==> src/rtl/risc_pkg.sv <==
// Shared types for the decode->execute boundary: forward selects, interlock states
// and the packed EX pipeline register.
package risc_pkg;

    localparam int XLEN   = 32;
    localparam int CTRL_W = 12;
    localparam int REG_AW = 5;
    localparam int CNT_W  = 3;

    typedef enum logic [1:0] {
        FWD_RF  = 2'b00,
        FWD_WB  = 2'b10,
        FWD_MEM = 2'b11
    } fwd_sel_e;

    typedef enum logic {
        RUN   = 1'b0,
        STALL = 1'b1
    } ilock_state_e;

    typedef struct packed {
        logic              valid;
        logic [REG_AW-1:0] rs1_addr;
        logic [REG_AW-1:0] rs2_addr;
        logic [REG_AW-1:0] rd_addr;
        logic [CTRL_W-1:0] ctrl;
        logic              mem_read;
        logic [XLEN-1:0]   pc;
        logic [XLEN-1:0]   imm;
        logic [XLEN-1:0]   rs1_data;
        logic [XLEN-1:0]   rs2_data;
    } ex_bundle_t;

    localparam ex_bundle_t EX_BUBBLE = '0;

    // The reserved select 01 falls through to the regfile value.
    function automatic logic [XLEN-1:0] fwd_mux(
        input logic [1:0]      sel,
        input logic [XLEN-1:0] rf_data,
        input logic [XLEN-1:0] mem_data,
        input logic [XLEN-1:0] wb_data
    );
        logic [XLEN-1:0] w_res;
        w_res = rf_data;
        if (sel == FWD_MEM)
            w_res = mem_data;
        else if (sel == FWD_WB)
            w_res = wb_data;
        return w_res;
    endfunction

endpackage

==> src/rtl/load_use_interlock.sv <==
// Load-use interlock: holds fetch/decode for LOAD_LAT cycles per hazard and
// requests a bubble into EX; a flush overrides everything.
module load_use_interlock
    import risc_pkg::*;
#(
    parameter int LOAD_LAT = 1
) (
    input  logic clk,
    input  logic rst,
    input  logic i_hazard,
    input  logic i_flush,
    output logic o_stall_fetch_dec,
    output logic o_insert_bubble
);

    localparam logic [CNT_W-1:0] CNT_INIT = CNT_W'(LOAD_LAT - 1);

    ilock_state_e     r_state;
    ilock_state_e     w_state_nxt;
    logic [CNT_W-1:0] r_cnt;
    logic [CNT_W-1:0] w_cnt_nxt;

    always_ff @(posedge clk or posedge rst) begin
        if (rst) begin
            r_state <= RUN;
            r_cnt   <= '0;
        end else begin
            // NOTE: non-blocking so state and counter update together at the edge.
            r_state <= w_state_nxt;
            r_cnt   <= w_cnt_nxt;
        end
    end

    always_comb begin
        // NOTE: defaults first so every path assigns every output and no latch is inferred.
        w_state_nxt       = r_state;
        w_cnt_nxt         = r_cnt;
        o_stall_fetch_dec = 1'b0;
        o_insert_bubble   = 1'b0;
        if (i_flush) begin
            w_state_nxt     = RUN;
            w_cnt_nxt       = '0;
            o_insert_bubble = 1'b1;
        end else begin
            case (r_state)
                RUN: begin
                    if (i_hazard) begin
                        o_stall_fetch_dec = 1'b1;
                        o_insert_bubble   = 1'b1;
                        w_cnt_nxt         = CNT_INIT;
                        w_state_nxt       = (LOAD_LAT > 1) ? STALL : RUN;
                    end
                end
                STALL: begin
                    // The RUN cycle counts as the first stall, so leave when the count runs out.
                    o_stall_fetch_dec = 1'b1;
                    o_insert_bubble   = 1'b1;
                    w_cnt_nxt         = r_cnt - CNT_W'(1);
                    if (r_cnt <= CNT_W'(1)) begin
                        w_state_nxt = RUN;
                        w_cnt_nxt   = '0;
                    end
                end
                default: begin
                    w_state_nxt = RUN;
                    w_cnt_nxt   = '0;
                end
            endcase
        end
    end

endmodule

==> src/rtl/dec_ex_stage.sv <==
// Decode->execute pipeline register with bubble insertion, operand forwarding
// from MEM/WB and the load-use interlock.
module dec_ex_stage
    import risc_pkg::*;
#(
    parameter int LOAD_LAT = 1
) (
    input  logic              clk,
    input  logic              rst,
    input  logic              dec_valid,
    input  logic [REG_AW-1:0] dec_rs1_addr,
    input  logic [REG_AW-1:0] dec_rs2_addr,
    input  logic [REG_AW-1:0] dec_rd_addr,
    input  logic [XLEN-1:0]   dec_rs1_data,
    input  logic [XLEN-1:0]   dec_rs2_data,
    input  logic [XLEN-1:0]   dec_imm,
    input  logic [XLEN-1:0]   dec_pc,
    input  logic [CTRL_W-1:0] dec_ctrl,
    input  logic              dec_mem_read,
    input  logic              flush_dec_ex_pipeline,
    input  logic [1:0]        forward_alu_a,
    input  logic [1:0]        forward_alu_b,
    input  logic [XLEN-1:0]   mem_fwd_data,
    input  logic [XLEN-1:0]   wb_fwd_data,
    output logic              ex_valid,
    output logic [REG_AW-1:0] ex_rs1_addr,
    output logic [REG_AW-1:0] ex_rs2_addr,
    output logic [REG_AW-1:0] ex_rd_addr,
    output logic [CTRL_W-1:0] ex_ctrl,
    output logic              ex_mem_read,
    output logic [XLEN-1:0]   ex_pc,
    output logic [XLEN-1:0]   ex_imm,
    output logic [XLEN-1:0]   ex_op_a,
    output logic [XLEN-1:0]   ex_op_b,
    output logic              stall_fetch_dec
);

    ex_bundle_t r_ex;
    ex_bundle_t w_ex_nxt;
    logic       w_hazard;
    logic       w_bubble;

    // A loaded value is not available to the very next instruction; x0 never counts.
    assign w_hazard = r_ex.valid & r_ex.mem_read & (r_ex.rd_addr != '0) & dec_valid
                    & ((dec_rs1_addr == r_ex.rd_addr) | (dec_rs2_addr == r_ex.rd_addr));

    load_use_interlock #(
        .LOAD_LAT (LOAD_LAT)
    ) u_interlock (
        .clk               (clk),
        .rst               (rst),
        .i_hazard          (w_hazard),
        .i_flush           (flush_dec_ex_pipeline),
        .o_stall_fetch_dec (stall_fetch_dec),
        .o_insert_bubble   (w_bubble)
    );

    always_comb begin
        w_ex_nxt = EX_BUBBLE;
        if (!w_bubble) begin
            w_ex_nxt.valid    = dec_valid;
            w_ex_nxt.rs1_addr = dec_rs1_addr;
            w_ex_nxt.rs2_addr = dec_rs2_addr;
            w_ex_nxt.rd_addr  = dec_rd_addr;
            w_ex_nxt.ctrl     = dec_ctrl;
            w_ex_nxt.mem_read = dec_mem_read;
            w_ex_nxt.pc       = dec_pc;
            w_ex_nxt.imm      = dec_imm;
            w_ex_nxt.rs1_data = dec_rs1_data;
            w_ex_nxt.rs2_data = dec_rs2_data;
        end
    end

    always_ff @(posedge clk or posedge rst) begin
        if (rst)
            r_ex <= EX_BUBBLE;
        else
            r_ex <= w_ex_nxt;
    end

    assign ex_valid    = r_ex.valid;
    assign ex_rs1_addr = r_ex.rs1_addr;
    assign ex_rs2_addr = r_ex.rs2_addr;
    assign ex_rd_addr  = r_ex.rd_addr;
    assign ex_ctrl     = r_ex.ctrl;
    assign ex_mem_read = r_ex.mem_read;
    assign ex_pc       = r_ex.pc;
    assign ex_imm      = r_ex.imm;

    // Selects driven for an empty slot are meaningless, so they are ignored.
    assign ex_op_a = r_ex.valid ? fwd_mux(forward_alu_a, r_ex.rs1_data, mem_fwd_data, wb_fwd_data)
                                : r_ex.rs1_data;
    assign ex_op_b = r_ex.valid ? fwd_mux(forward_alu_b, r_ex.rs2_data, mem_fwd_data, wb_fwd_data)
                                : r_ex.rs2_data;

endmodule
==> config.mk <==
export PLATFORM = sky130hd
export DESIGN_NAME = dec_ex_stage
export DESIGN_NICKNAME = d
export VERILOG_FILES = /design/src/rtl/risc_pkg.sv /design/src/rtl/load_use_interlock.sv /design/src/rtl/dec_ex_stage.sv
export SDC_FILE = /design/constraint.sdc
export NUM_CORES = 1
export LEC_CHECK = 0
export ABC_CLOCK_PERIOD_IN_PS = 7000
export BUFFER_PORTS_ARGS = -buffer_cell sky130_fd_sc_hd__buf_2
export CORE_MARGIN = 8
export CORE_UTILIZATION = 40
export CTS_BUF_LIST = sky130_fd_sc_hd__clkbuf_8
export DETAILED_ROUTE_END_ITERATION = 10
export PLACE_DENSITY = 0.71
export SLEW_MARGIN = 30
export SYNTH_ARGS = -nofsm -noshare
export SYNTH_HDL_FRONTEND = slang
export SYNTH_SLANG_ARGS = --single-unit
==> constraint.sdc <==
create_clock -name clk -period 7 [get_ports clk]
set_clock_uncertainty 0.15 [all_clocks]
set_input_delay 0.35 -clock clk [delete_from_list [all_inputs] [get_ports clk]]
set_output_delay 0.35 -clock clk [all_outputs]
set_load 0.01 [all_outputs]
==> metrics.md, run 1 <==
| Metric | Value |
|---|---|
| Number of clock sinks | `about 160` |
| Slew of the pin with the lowest slew margin | `799.5 ps` |
| WP buf/inv | `5` |
| CTS tree | `done` |
| Slew Viols, Final | `0` |
| Vias | `7688` |
| Number of H-tree levels | `4` |
| Mean number of vias per cell | `slightly below 5` |
| Final setup slack of the worst path | `3993 ps` |
| Slew HR | `46.70%` |
| Global Route met1 Usage | `25.50%` |
| Worst flop-to-flop path startpoint | `ex_rd_addr[2]$_DFF_PP0_` |
| Resize count post-CTS | `0` |
| Port Buffers | `between 300 and 400` |
| Kind of cell adding the most delay to the critical path | `buffers and inverters` |
| First-pass DRT Iterations | `5` |
| Sequential cell area | `0.004029 mm2` |
| Insertion delay of the later-clocked pin in the worst-skew pair | `~440 ps` |
| Slowest stage cell on the critical path | `sky130_fd_sc_hd__buf_4` |
| Timing-limited maximum frequency | `332.5 MHz` |
| Post-synth cell types | `25` |
| Average wire per cell in the routed design | `around 19 um` |
| Initial core utilization | `approximately 40%` |
| Pre-CTS setup slack | `between 4000 and 5000 ps` |
| Total Wirelength | `between 20000 and 30000 um` |
| Die width | `roughly 160 um` |
| Commonest non-fill, non-tap cell in the layout | `sky130_fd_sc_hd__buf_2` |
| Layout Nets | `between 1500 and 2000` |
| Global Route met2 Usage | `around two fifths` |
| Aggregate negative setup slack | `0 ps` |
| Global-route wire length before repair | `approximately 44000 um` |
| Leakage power figure | `5.999 nW` |
| Hold-fix buffers, CTS | `about 150` |
| Crit-path max FO | `61` |
| Count of warnings emitted by yosys | `0` |
| DIE AREA | `between 0.02 and 0.025 mm2` |
| Path category of the worst min-delay check | `in2reg` |
| Cell at the root of the clock tree | `sky130_fd_sc_hd__clkbuf_8` |
| Most frequent cells in the layout | `sky130_fd_sc_hd__buf_2, sky130_fd_sc_hd__a21oi_1, sky130_fd_sc_hd__nand2_1, sky130_fd_sc_hd__dfrtp_1, sky130_fd_sc_hd__dlygate4sd3_1` |
| Worst VDD drop | `between 100 and 150 uV` |
| Number of filler cells placed in the layout | `1595` |
| Share of Yosys cell area claimed by the top area cell type | `50.94%` |
| Busiest layer in global routing | `met2` |
| Total global routing track utilization | `22.90%` |
| Total nets after synthesis | `roughly 1100` |
| Clock Tree Buf Depth | `2` |
| Standard-cell row count | `between 50 and 60` |
| Post-CTS setup repair buffer count | `0` |
| Reg-to-reg slack, setup | `4120 ps` |
| Final cycle utilization of the critical path | `between 40% and 50%` |
| Share of final-layout standard cells stronger than drive strength 1 | `about 33%` |
| Delay of the slowest critical-path stage | `550 ps` |
| Placer Congestion | `0.9231` |
| Area of the mapped netlist | `0.007909 mm2` |
| Post-synthesis register bit count | `around 160` |
| Maximum number of pins on one net before global-route repair | `about 110` |
| Number of max-cap violations | `0` |
| Area of combinational cells with multiple inputs | `between 0.002 and 0.003 mm2` |
| Final number of hold-violating endpoints | `0` |
| Post-synthesis sequential area ratio | `roughly 50%` |
| Status | `finished clean` |
| Data arrival time of the critical path | `3130 ps` |
| Critical Path Source | `dec_rs1_addr[2]` |
| Most repeated library cell on the critical path | `sky130_fd_sc_hd__buf_4` |
| Clk slew on worst S/H paths | `roughly 90 ps` |
| Critical path capture point type | `flip-flop` |
| Endpoint of the worst setup timing path | `ex_imm[15]$_DFF_PP0_` |
| Gate count of the mapped netlist | `~880` |
| Depth of the worst register-to-register path | `7` |
| Cell taking the most area after synthesis | `sky130_fd_sc_hd__dfrtp_1` |
| Final-report setup violation count | `0` |
| Clock period minus worst slack | `3007 ps` |
| DRC marker count from the first detailed-route iteration | `between 400 and 500` |
| GR Overflow Total | `0` |
| Total I/O pin count | `386` |
| Crit. path cell count | `9` |
| Syn Area/Cell | `9.018 um2` |
| Count of antenna-violating nets left after detailed routing | `0` |
| Placeable core area | `roughly 0.019 mm2` |
| Worst hold slack | `roughly 44 ps` |
| Ranking of synthesized cells by area | `sky130_fd_sc_hd__dfrtp_1, sky130_fd_sc_hd__a21oi_1, sky130_fd_sc_hd__buf_4, sky130_fd_sc_hd__mux2i_1, sky130_fd_sc_hd__nand2_1` |
| Number of antenna violations at the first check in global routing | `2` |
| Num CTS Buffers | `17` |
| Die Span Y | `~160 um` |
| Power per standard cell area | `about 190 mW/mm2` |
| Setup repair after global routing missed its margin | `false` |
| Critical path, cell by cell | `dlygate4sd3_1, buf_2, xnor2_1, nand3_1, o22ai_4, buf_4, buf_16, buf_4, a21oi_1` |
| Grt met3 use | `under 10%` |
| DP Wirelength | `~18000 um` |
| Number of global-route vias before repair | `slightly above 8000` |
| Endpoint of the worst-slack reg-to-reg timing path | `ex_imm[15]$_DFF_PP0_` |
| Layout area overhead | `42.05%` |
| Sort of element at the start of the critical path | `primary input` |
| WP data required | `~7100 ps` |
| Count of unresolved DRC violations after routing | `0` |
| Classification of the worst setup path | `in2reg` |
cells by family after synthesis:
logic type / Yosys count / share of synthesized area [%]
fa+ha+maj: 2 / 0.3164
simple gates: 236 / 11.42
xor+xnor: 10 / 1.107
mux: 64 / 8.100
flops: 161 / 50.94
buf+inv: 170 / 12.94
compound gates: 234 / 15.17
layer usage:
metal,share of wire (%),vias to the layer above,wire (um)
met3,10,75,2918
met4,3.6,4,1035
met1,38,3580,10870
met5,0.076,-,22
li1,-,3607,-
met2,49,422,14080
metrics by stage:
step	util, %	total power [W]	cells	cell area [um2]
finish	57.72	0.002106	1561	11230
global route	57.70	0.002209	1559	11230
CTS	57.59	0.002118	1558	11210
detailed placement	47.76	0.001368	1373	9295
global placement	47.60	0.001360	1372	9264
floorplan	-	0.001230	877	7909
sequential cells by signal, indices dropped and copies added, names as in the netlist, 3 cells and up:
name               count
ex_rs2_addr            5
ex_ctrl               12
ex_pc                 32
r_ex                  64
ex_imm                32
u_interlock.r_cnt      3
ex_rd_addr             5
ex_rs1_addr            5
worst register-to-register path, stage by stage, from the launching register on:
cell                      delay [ps]
sky130_fd_sc_hd__dfrtp_1         440
sky130_fd_sc_hd__xnor2_1         230
sky130_fd_sc_hd__nand3_1         150
sky130_fd_sc_hd__o22ai_4         200
sky130_fd_sc_hd__buf_4           450
sky130_fd_sc_hd__buf_16          300
sky130_fd_sc_hd__buf_4           570
sky130_fd_sc_hd__a21oi_1         230
where the power goes:
| group | switching [W] | internal [W] |
|---|---|---|
| Sequential | 0.0000157 | 0.000975 |
| Combinational | 0.000234 | 0.000202 |
| Clock | 0.000384 | 0.000295 |
final cells by class:
| type | instances | share of cell area [%] |
|---|---|---|
| Multi-Input combinational cell | 546 | 25.65 |
| Timing Repair Buffer | 549 | 31.83 |
| Clock buffer | 17 | 2.083 |
| Antenna cell | 2 | 0.04455 |
| Sequential cell | 161 | 35.86 |
| Tap cell | 265 | 2.951 |
| Clock inverter | 15 | 1.314 |
| Inverter | 6 | 0.2673 |
worst min path at each step:
stage	startpoint	end	cells after the start	slack, ps
3_5_place_dp	u_interlock.r_cnt[0]$_DFFE_PP0P_	u_interlock.r_cnt[0]$_DFFE_PP0P_	1	400
5_1_grt	dec_pc[24]	ex_pc[24]$_DFF_PP0_	3	30
2_1_floorplan	dec_ctrl[0]	ex_ctrl[0]$_DFF_PP0_	2	310
6_report	dec_rs2_addr[2]	ex_rs2_addr[2]$_DFF_PP0_	3	40
4_1_cts	dec_imm[5]	ex_imm[5]$_DFF_PP0_	3	1
3_3_place_gp	u_interlock.r_cnt[0]$_DFFE_PP0P_	u_interlock.r_cnt[0]$_DFFE_PP0P_	1	380
synthesized netlist by cell type:
cell and count:
sky130_fd_sc_hd__a21oi_1 221, sky130_fd_sc_hd__dfrtp_1 161, sky130_fd_sc_hd__nand2_1 161, sky130_fd_sc_hd__buf_4 93, sky130_fd_sc_hd__nor2_1 66, sky130_fd_sc_hd__mux2i_1 64, sky130_fd_sc_hd__clkbuf_1 32, sky130_fd_sc_hd__buf_2 29
sky130_fd_sc_hd__buf_1 10, sky130_fd_sc_hd__xnor2_1 10, sky130_fd_sc_hd__inv_1 6, sky130_fd_sc_hd__o21ai_0 5, sky130_fd_sc_hd__nand3_1 3, sky130_fd_sc_hd__a2bb2oi_1 2, sky130_fd_sc_hd__and2_1 2, sky130_fd_sc_hd__ha_1 2
sky130_fd_sc_hd__nand2b_1 2, sky130_fd_sc_hd__a21boi_0 1, sky130_fd_sc_hd__a21oi_2 1, sky130_fd_sc_hd__a31o_2 1, sky130_fd_sc_hd__a31oi_1 1, sky130_fd_sc_hd__nor2b_1 1, sky130_fd_sc_hd__nor3_1 1, sky130_fd_sc_hd__o21bai_1 1
sky130_fd_sc_hd__o22ai_2 1
No activity file was read; power rests on OpenSTA's default activity.
==> run 2: changes to the inputs <==
--- a/config.mk
+++ b/config.mk
@@ -5,7 +5,7 @@
 export SDC_FILE = /design/constraint.sdc
 export NUM_CORES = 1
 export LEC_CHECK = 0
-export ABC_CLOCK_PERIOD_IN_PS = 7000
+export ABC_CLOCK_PERIOD_IN_PS = 2920
 export BUFFER_PORTS_ARGS = -buffer_cell sky130_fd_sc_hd__buf_2
 export CORE_MARGIN = 8
 export CORE_UTILIZATION = 40
==> constraint.sdc (replaced) <==
create_clock -name clk -period 2.92 [get_ports clk]
set_clock_uncertainty 0.15 [all_clocks]
set_input_delay 0.146 -clock clk [delete_from_list [all_inputs] [get_ports clk]]
set_output_delay 0.146 -clock clk [all_outputs]
set_load 0.01 [all_outputs]
==> run 2 against run 1 <==
Cell area grew 1.8%. Die area did not move. Worst setup slack got worse by 3700 ps. Global-route usage barely moved. Worst hold slack better by 190 ps. Critical path type is now reg2out.
==> metrics.md, run 2 (synthesis results as in run 1) <==
| Metric | Value |
|---|---|
| Path category of the worst min-delay check | `in2async` |
| Mean number of vias per cell | `4.985 (+1.2%)` |
| Count of unresolved DRC violations after routing | `0 (unchanged)` |
| Slew Viols, Final | `0 (unchanged)` |
| DIE AREA | `0.02453 mm2 (unchanged)` |
| Layout Nets | `1525 (+0.93%)` |
| Count of antenna-violating nets left after detailed routing | `0 (unchanged)` |
| Number of clock sinks | `161 (unchanged)` |
| Commonest non-fill, non-tap cell in the layout | `sky130_fd_sc_hd__buf_2` |
| Worst hold slack | `232.7 ps (+188.2 ps)` |
| Slew of the pin with the lowest slew margin | `842.0 ps (+42.57 ps)` |
| Layout area overhead | `44.63%` |
| Critical Path Source | `ex_rd_addr[4]$_DFF_PP0_` |
| Clock period minus worst slack | `about 2600 ps` |
| Maximum number of pins on one net before global-route repair | `115 (+6.5%)` |
| Post-Layout Cell Count | `1577 (+1.0%)` |
| Standard-cell row count | `51 (unchanged)` |
| Critical path capture point type | `output pin` |
| Slew HR | `43.86% (-2.8 points)` |
| Leakage power figure | `6.081 nW (+1.4%)` |
| Worst flop-to-flop path startpoint | `ex_rd_addr[4]$_DFF_PP0_` |
| Sort of element at the start of the critical path | `flip-flop` |
| Final-report setup violation count | `0 (unchanged)` |
| Total I/O pin count | `386 (unchanged)` |
| Die Span Y | `156.6 um (unchanged)` |
| Port Buffers | `385 (unchanged)` |
| Final cell utilization of the core | `58.77% (+1.0 points)` |
| Final number of hold-violating endpoints | `0 (unchanged)` |
| Total Wirelength | `29020 um (+0.31%)` |
| Die width | `156.6 um (unchanged)` |
| Insertion delay of the later-clocked pin in the worst-skew pair | `450 ps (about the same)` |
| Initial core utilization | `40.64% (unchanged)` |
| Final cycle utilization of the critical path | `between 80% and 90%` |
| DP Cell Count | `1382 (+0.66%)` |
| CTS tree | `done` |
| Most frequent cells in the layout | `sky130_fd_sc_hd__buf_2, sky130_fd_sc_hd__a21oi_1, sky130_fd_sc_hd__nand2_1, sky130_fd_sc_hd__dfrtp_1, sky130_fd_sc_hd__dlygate4sd3_1` |
| Status | `finished clean` |
| Clk slew on worst S/H paths | `100 ps (about the same)` |
| Number of max-cap violations | `0 (unchanged)` |
| DRC marker count from the first detailed-route iteration | `402 (-16%)` |
| Placeable core area | `0.01946 mm2 (unchanged)` |
| Worst VDD drop | `279.2 uV (+95%)` |
| Crit-path max FO | `82 (+34%)` |
| Post-CTS setup repair buffer count | `0 (unchanged)` |
| Num CTS Buffers | `17 (unchanged)` |
| Placer Congestion | `0.8776 (-4.9%)` |
| Vias | `7862 (+2.3%)` |
| DP Wirelength | `19010 um (+3.6%)` |
| Average wire per cell in the routed design | `18.40 um (-0.71%)` |
| Share of final-layout standard cells stronger than drive strength 1 | `33.87% (+0.41 points)` |
| Number of global-route vias before repair | `8090 (-0.82%)` |
| Number of antenna violations at the first check in global routing | `4 (+2)` |
| Data arrival time of the critical path | `2280 ps (-850 ps)` |
| Cell at the root of the clock tree | `sky130_fd_sc_hd__clkbuf_8` |
| Total global routing track utilization | `22.87% (-0.029 points)` |
| Hold-fix buffers, CTS | `159 (+3.9%)` |
| Number of flip-flops under the largest register name | `64 (unchanged)` |
| Power per standard cell area | `448.7 mW/mm2 (+140%)` |
| GR Overflow Total | `0 (unchanged)` |
| Aggregate negative setup slack | `0 ps (unchanged)` |
| Setup repair after global routing missed its margin | `false` |
| Register bank with the most flops | `r_ex` |
| First-pass DRT Iterations | `5 (unchanged)` |
| WP data required | `2620 ps (-4500 ps)` |
| Classification of the worst setup path | `reg2out` |
| Global-route wire length before repair | `44080 um (+0.31%)` |
| Clock Tree Buf Depth | `2 (unchanged)` |
| Timing-limited maximum frequency | `approximately 390 MHz` |
| Resize count post-CTS | `0 (unchanged)` |
| Number of H-tree levels | `4 (unchanged)` |
## run 2: cell types whose count changed in the layout (fill, tap and decap cells not counted), moves of 2 or more
cell,change
sky130_fd_sc_hd__buf_6,-2
sky130_fd_sc_hd__dlygate4sd3_1,+5
sky130_fd_sc_hd__buf_2,+2
sky130_fd_sc_hd__buf_12,+7
sky130_fd_sc_hd__clkinv_2,-2
sky130_fd_sc_hd__clkinv_8,+2
sky130_fd_sc_hd__inv_8,-2
sky130_fd_sc_hd__diode_2,+2
sky130_fd_sc_hd__buf_4,+3
## run 2: power breakdown
group	switching, W	internal [W]
sequential	0.0000366	0.00234
combinational	0.000567	0.000503
clock	0.000943	0.000746
total	0.00155	0.00359
## run 2: per-stage QoR
| stage | area (um2) | total power [W] | setup WS, ps |
|---|---|---|---|
| final | 11440 | 0.005133 | 339.3 |
| after global routing | 11440 | 0.005399 | 179.2 |
| after CTS | 11430 | 0.005172 | 318.2 |
| after detailed placement | 9425 | 0.003298 | 800.6 |
| after global placement | 9425 | 0.003283 | 873.9 |
| after floorplan | 7913 | 0.002949 | 581.2 |
## run 2: per-layer routing
layer | up-vias | track usage, % | share of wire, % | wire length (um)
li1 | 3640 | - | - | -
met1 | 3758 | 26.51 | 39 | 11190
met2 | 404 | 37.83 | 48 | 14000
met3 | 60 | 8.053 | 10 | 2951
met4 | 0 | 9.565 | 3.0 | 873
met5 | - | 0 | 0 | 0
## run 2: critical path, cell delays in order, from the launching register on
cell                      delay [ps]
sky130_fd_sc_hd__dfrtp_1         430
sky130_fd_sc_hd__xnor2_1         200
sky130_fd_sc_hd__nand3_1         170
sky130_fd_sc_hd__o22ai_4         290
sky130_fd_sc_hd__buf_12          380
sky130_fd_sc_hd__a31o_2          220
sky130_fd_sc_hd__buf_2           130
## run 2: worst paths after layout
check | endpoint | slack (ps) | depth (start not counted)
max in group asynchronous | r_ex[50]$_DFF_PP0_ | 1650 | 4
hold / removal | ex_imm[17]$_DFF_PP0_ | 230 | 3
setup reg to reg | r_ex[27]$_DFF_PP0_ | 770 | 6
min in group clk | ex_pc[31]$_DFF_PP0_ | 300 | 4
setup / recovery | stall_fetch_dec | 340 | 6
hold reg to reg | u_interlock.r_cnt[0]$_DFFE_PP0P_ | 410 | 1
## run 2: area by class of cell
class,count,area [um2]
clock inverter,14,163.9
inverter,6,26.28
fill,1624,8024
sequential,161,4029
timing repair buffer,563,3749
tap,265,331.6
antenna,4,10.01
clock buffer,18,247.7
multi-input combinational,546,2882
